==> src/rtl/cell_painter.sv <==
// Board cell rasteriser: expands a cell plot request into CELL x CELL
// pixel writes, drawing a corner-clipped disk or plain background.
module cell_painter #(
    parameter int          CELL         = 12,
    parameter int          CORNER       = 3,
    parameter logic [2:0]  BG_COLOUR    = 3'b010,
    parameter logic [2:0]  SIDE0_COLOUR = 3'b000,
    parameter logic [2:0]  SIDE1_COLOUR = 3'b111
) (
    input  logic       clock,
    input  logic       resetn,
    input  logic [7:0] x_plot,
    input  logic [6:0] y_plot,
    input  logic [1:0] select,
    input  logic       enable,
    output logic [7:0] vga_x,
    output logic [6:0] vga_y,
    output logic [2:0] colour,
    output logic       plot,
    output logic       busy,
    output logic       overflow
);

    localparam int DW = 5;
    localparam logic [DW-1:0] LIM = DW'(CELL - 1);

    typedef enum logic {IDLE, DRAW} state_t;

    state_t        state;
    logic [7:0]    xb, hx;
    logic [6:0]    yb, hy;
    logic [1:0]    sel, hsel;
    logic          h_valid;
    logic [DW-1:0] dx, dy;

    logic [DW-1:0] rx, ry, ex, ey;
    logic [DW:0]   esum;
    logic          corner, row_end, cell_end;
    logic [2:0]    pix_colour;

    always_comb begin
        rx       = LIM - dx;
        ry       = LIM - dy;
        ex       = (dx < rx) ? dx : rx;
        ey       = (dy < ry) ? dy : ry;
        esum     = {1'b0, ex} + {1'b0, ey};
        corner   = esum < (DW+1)'(CORNER);
        row_end  = dx == LIM;
        cell_end = row_end && (dy == LIM);
        pix_colour = BG_COLOUR;
        if (sel[1] && !corner)
            pix_colour = sel[0] ? SIDE1_COLOUR : SIDE0_COLOUR;
    end

    always_ff @(posedge clock or negedge resetn) begin
        if (!resetn) begin
            state    <= IDLE;
            xb       <= '0;
            yb       <= '0;
            sel      <= '0;
            hx       <= '0;
            hy       <= '0;
            hsel     <= '0;
            h_valid  <= 1'b0;
            dx       <= '0;
            dy       <= '0;
            vga_x    <= '0;
            vga_y    <= '0;
            colour   <= '0;
            plot     <= 1'b0;
            busy     <= 1'b0;
            overflow <= 1'b0;
        end else begin
            unique case (state)
                IDLE: begin
                    plot <= 1'b0;
                    dx   <= '0;
                    dy   <= '0;
                    busy <= enable | h_valid;
                    if (enable) begin
                        // Fresh request jumps ahead; any held one is served next
                        xb    <= x_plot;
                        yb    <= y_plot;
                        sel   <= select;
                        state <= DRAW;
                    end else if (h_valid) begin
                        xb      <= hx;
                        yb      <= hy;
                        sel     <= hsel;
                        h_valid <= 1'b0;
                        state   <= DRAW;
                    end
                end
                DRAW: begin
                    vga_x  <= xb + 8'(dx);
                    vga_y  <= yb + 7'(dy);
                    colour <= pix_colour;
                    plot   <= 1'b1;
                    if (enable) begin
                        if (!h_valid) begin
                            hx      <= x_plot;
                            hy      <= y_plot;
                            hsel    <= select;
                            h_valid <= 1'b1;
                        end else begin
                            overflow <= 1'b1;
                        end
                    end
                    if (row_end) begin
                        dx <= '0;
                        dy <= dy + 1'b1;
                    end else begin
                        dx <= dx + 1'b1;
                    end
                    if (cell_end) begin
                        state <= IDLE;
                        dy    <= '0;
                        busy  <= h_valid | enable;
                    end else begin
                        busy <= 1'b1;
                    end
                end
                default: state <= IDLE;
            endcase
        end
    end

endmodule

==> config.mk <==
export PLATFORM = sky130hd
export DESIGN_NAME = cell_painter
export DESIGN_NICKNAME = d
export VERILOG_FILES = /design/src/rtl/cell_painter.sv
export SDC_FILE = /design/constraint.sdc
export NUM_CORES = 1
export LEC_CHECK = 0
export ABC_CLOCK_PERIOD_IN_PS = 2600
export CORE_ASPECT_RATIO = 1.1
export CORE_UTILIZATION = 30
export CTS_CLUSTER_DIAMETER = 150
export DETAILED_ROUTE_END_ITERATION = 7
export GPL_TIMING_DRIVEN = 0
export PLACE_DENSITY = 0.5
export SETUP_SLACK_MARGIN = 0.02
export SLEW_MARGIN = 20
export SYNTH_ARGS = -nofsm -noshare
export SYNTH_HDL_FRONTEND = slang
export SYNTH_SLANG_ARGS = --single-unit
==> constraint.sdc <==
create_clock -name clock -period 2.6 [get_ports clock]
set_input_delay 0.52 -clock clock [delete_from_list [all_inputs] [get_ports clock]]
set_output_delay 0.52 -clock clock [all_outputs]
set_load 0.02 [all_outputs]
==> metrics.md <==
| Metric | Value |
|---|---|
| Routed WL | `7.96 mm` |
| Share of cells above drive strength 1 | `15.0%` |
| Final worst-path cycle share | `105%` |
| Stages on worst setup path | `8` |
| Unrepaired setup endpoints after global routing | `yes` |
| Maximum number of pins on one net before global-route repair | `53` |
| Slew HR | `61.6%` |
| Worst reg2reg startpoint | `dy[2]` |
| Pins Over Slew Limit | `0` |
| Core area | `0.0115 mm²` |
| Delay of the slowest critical-path stage | `0.53 ns` |
| DP HPWL | `5.83 mm` |
| Flop and latch count out of synthesis | `66` |
| Clock root buffer | `clkbuf_16` |
| Initial core utilization | `30.9%` |
| Main synth FF type | `dfrtp_1` |
| Clock tree from TritonCTS | `done` |
| Yosys warns | `0` |
| Switch Pwr | `0.000511 W` |
| Clock buffer depth | `2` |
| Die X-Extent | `106 µm` |
| Fillers | `1171` |
| Critical path class | `flop to flop` |
| Gr usage total | `14.2%` |
| Reg power frac | `45.7%` |
| Synth-to-Final Area Change | `28.3%` |
| DIE AREA | `0.0123 mm²` |
| PnR worst setup slack | `-0.129 ns` |
| Logic pwr share | `6.1%` |
| FF-to-FF setup slack | `-0.13 ns` |
| H-tree levels | `3` |
| GP Congestion | `0.771` |
| Clk pwr share | `48.2%` |
| Syn nets | `370` |
| Placed Cells | `513` |
| Endpoints failing setup | `2` |
| N_diodes | `0` |
| Startpoint Class | `flop` |
| Initial antenna violation count | `0` |
| Leak | `2.04 nW` |
| Num CTS Buffers | `9` |
| Iter 0 DRT Violations | `50` |
| Tmin final | `2.73 ns` |
| Critical Path Fanout Max | `4` |
| Post-DR vias/cell | `4.80` |
| FP Rows | `41` |
| Number of global-route vias before repair | `2589` |
| Gr ovfl total | `0` |
| Final ANT Viol Nets | `0` |
| Crit. Startpoint | `dy[2]` |
| Fraction of registers with async set or reset after synthesis | `100%` |
| R2R cell count | `8` |
| Cts hold-fix bufs | `0` |
| Final Total Pwr | `0.00241 W` |
| Peak supply drop | `320 µV` |
| Final hold vios | `0` |
| CP Cell Sequence | `buf_4 > ha_2 > mux2i_4 > mux2_2 > ha_1 > or4_4 > a2111oi_4 > o32a_1` |
| First-pass GRT wire length | `13.1 mm` |
| Non-Filler Instances | `536` |
| Clock skew | `0.00536 ns` |
| DR vias | `2575` |
| DR pass1 iterations | `4` |
| Run status | `finished, violations left` |
| Routed WL per cell | `14.9 µm` |
| R2R Path End | `colour[1]` |
| End of the critical path | `colour[1]` |
| Worst endpoint required time | `2.87 ns` |
| Max Clock Freq | `367 MHz` |
| CP endpoint kind | `flop` |
| Mapped Cells | `322` |
| Number of flops mapped to enable cells by yosys | `0` |
| Sequential-to-total area share from yosys stat | `46.3%` |
| Max Cap Viol | `0` |
| Worst-skew pair later-pin latency | `0.33 ns` |
| Worst-Margin Slew | `0.575 ns` |
| Synth Area per Inst | `11.1 µm²` |
| I/O Buffers | `40` |
| Pwr/cell area | `527 mW/mm²` |
| CP max-delay cell | `or4_4` |
| Hold WC Path Type | `input port to asynchronous set/reset pin` |
| Cell Area, Synth | `0.00356 mm²` |
| IO Pins | `41` |
| CP arrival | `3.00 ns` |
| Die height | `116 µm` |
| Buffer and inverter count on the worst path | `1` |
| Worst path top cell family by delay | `multiplexers` |
| Synth cell types | `43` |
| Switching portion of total power | `21.2%` |
| Int Pwr | `0.00190 W` |
| Failing checks | `negative setup slack` |
| Clock Sinks | `66` |
| Residual DRC count | `0` |
| Clock-pin slew on the worst setup and hold paths | `0.05 ns` |
| Nets | `429` |
[kinds of logic (layout without fill, tap and decap cells)]
family          Yosys count  after routing  share of synthesized area, %
mux                      44             44                          13.2
flops                    66             66                          46.3
fa+ha+maj                28             28                          10.5
compound gates           66             66                          12.8
simple gates             78             78                          11.0
buf+inv                  28             92                          3.30
xor+xnor                 12             12                          2.95
[cell usage after synthesis (3+ instances only)]
cell type / count / area [µm²]
a21oi_1: 6 / 30.0
o31ai_1: 3 / 22.5
o2bb2ai_1: 5 / 43.8
xor2_1: 4 / 35.0
o21ai_1: 15 / 75.1
fa_1: 3 / 60.1
o21ai_0: 15 / 75.1
a22o_1: 3 / 26.3
nand3_1: 10 / 50.1
mux2i_1: 19 / 190
a21o_1: 3 / 22.5
o21a_1: 4 / 30.0
clkbuf_1: 4 / 15.0
xnor2_1: 8 / 70.1
nand2_1: 33 / 124
mux2_1: 16 / 180
and3_1: 4 / 25.0
nor2_1: 7 / 26.3
a2111o_1: 3 / 33.8
buf_2: 4 / 20.0
ha_1: 25 / 313
nor2b_1: 8 / 50.1
inv_1: 15 / 56.3
dfrtp_1: 66 / 1650
nand4_1: 4 / 25.0
mux2_2: 9 / 101
and2_1: 3 / 18.8
[power by group through the flow]
stage,Clock (W),Combinational (W),Sequential [W]
2_1_floorplan,0,0.0000770,0.00112
3_3_place_gp,0,0.000144,0.00112
3_5_place_dp,0,0.000152,0.00112
4_1_cts,0.00120,0.000152,0.00110
5_1_grt,0.00124,0.000166,0.00111
6_report,0.00116,0.000147,0.00110
[worst reg2reg max path, delay by kind of cell (launching register included)]
kind | cells | cell delay [ns]
mux | 2 | 0.62
simple gates | 1 | 0.53
fa+ha+maj | 2 | 0.52
compound gates | 2 | 0.49
flops | 1 | 0.38
buf+inv | 1 | 0.12
[how the worst min path moves through the flow]
stage / slack, ns / endpoint / depth (start not counted) / from
2_1_floorplan: 0.22 / busy / 0 / resetn
3_3_place_gp: 0.43 / plot / 0 / state
3_5_place_dp: 0.40 / hy[1] / 1 / resetn
4_1_cts: 0.04 / hsel[1] / 1 / resetn
5_1_grt: 0.05 / hy[4] / 1 / resetn
6_report: 0.04 / hy[1] / 1 / resetn
[metrics by stage]
| stage | utilization (%) | setup slack, ns | TNS (ns) | hold WS, ns | area, µm² |
|---|---|---|---|---|---|
| floorplan | - | -0.0387 | -0.0387 | 0.224 | 3590 |
| finish | 39.6 | -0.129 | -0.222 | 0.0442 | 4570 |
| CTS | 39.3 | -0.137 | -0.263 | 0.0423 | 4540 |
| global route | 39.6 | -0.230 | -0.430 | 0.0482 | 4570 |
| detailed placement | 36.4 | -0.294 | -0.555 | 0.397 | 4200 |
| global placement | 36.2 | -1.59 | -88.71 | 0.433 | 4180 |
[sequential cells by signal, indices dropped and copies added, names as in the netlist]
register	flops
vga_y	7
plot	1
xb	8
busy	1
hy	7
dx	5
yb	7
sel	2
dy	5
overflow	1
vga_x	8
state	1
hx	8
hsel	2
h_valid	1
colour	2
[layer usage]
layer  part of all wire [%]  vias up  global-route usage, %
met5                      0        -                      0
met3                    1.5       11                   2.73
li1                       -     1270                      -
met2                     49       24                   23.8
met4                    2.3        0                   6.94
met1                     47     1270                   17.6
[cell type report]
cell class,instances,area [µm²],area share (%)
well taps,150,188,4.11
clock inverters,3,40.0,0.876
flip-flops and latches,66,1660,36.2
multi-input cells,228,1850,40.5
inverters,16,60.1,1.31
plain buffers,12,57.6,1.26
repair buffers,48,478,10.5
clock buffers,13,240,5.25
[cells in the final DEF (no fill, tap or decap), types with 4 or more instances in the layout]
master | netlist | routed
a21oi_1 | 6 | 5
and3_1 | 4 | 4
buf_2 | 4 | 4
buf_4 | 2 | 10
clkbuf_1 | 4 | 8
clkbuf_16 | 0 | 9
clkdlybuf4s50_1 | 0 | 39
dfrtp_1 | 66 | 62
dfrtp_2 | 0 | 4
ha_1 | 25 | 22
inv_1 | 15 | 12
inv_2 | 1 | 4
mux2_1 | 16 | 16
mux2_2 | 9 | 9
mux2i_1 | 19 | 18
nand2_1 | 33 | 32
nand3_1 | 10 | 10
nand4_1 | 4 | 4
nor2_1 | 7 | 7
nor2b_1 | 8 | 8
o21a_1 | 4 | 4
o21ai_0 | 15 | 15
o21ai_1 | 15 | 14
o2bb2ai_1 | 5 | 5
xnor2_1 | 8 | 7
xor2_1 | 4 | 4
[timing repair]
| item | CTS | global route |
|---|---|---|
| setup buffers | 5 | 2 |
| gates resized for setup | 4 | 3 |
| endpoints found under the hold margin | 0 | 0 |
| pin swaps | 3 | 3 |
| endpoints found under the setup margin | 2 | 2 |
No activity file was read; power rests on OpenSTA's default activity.
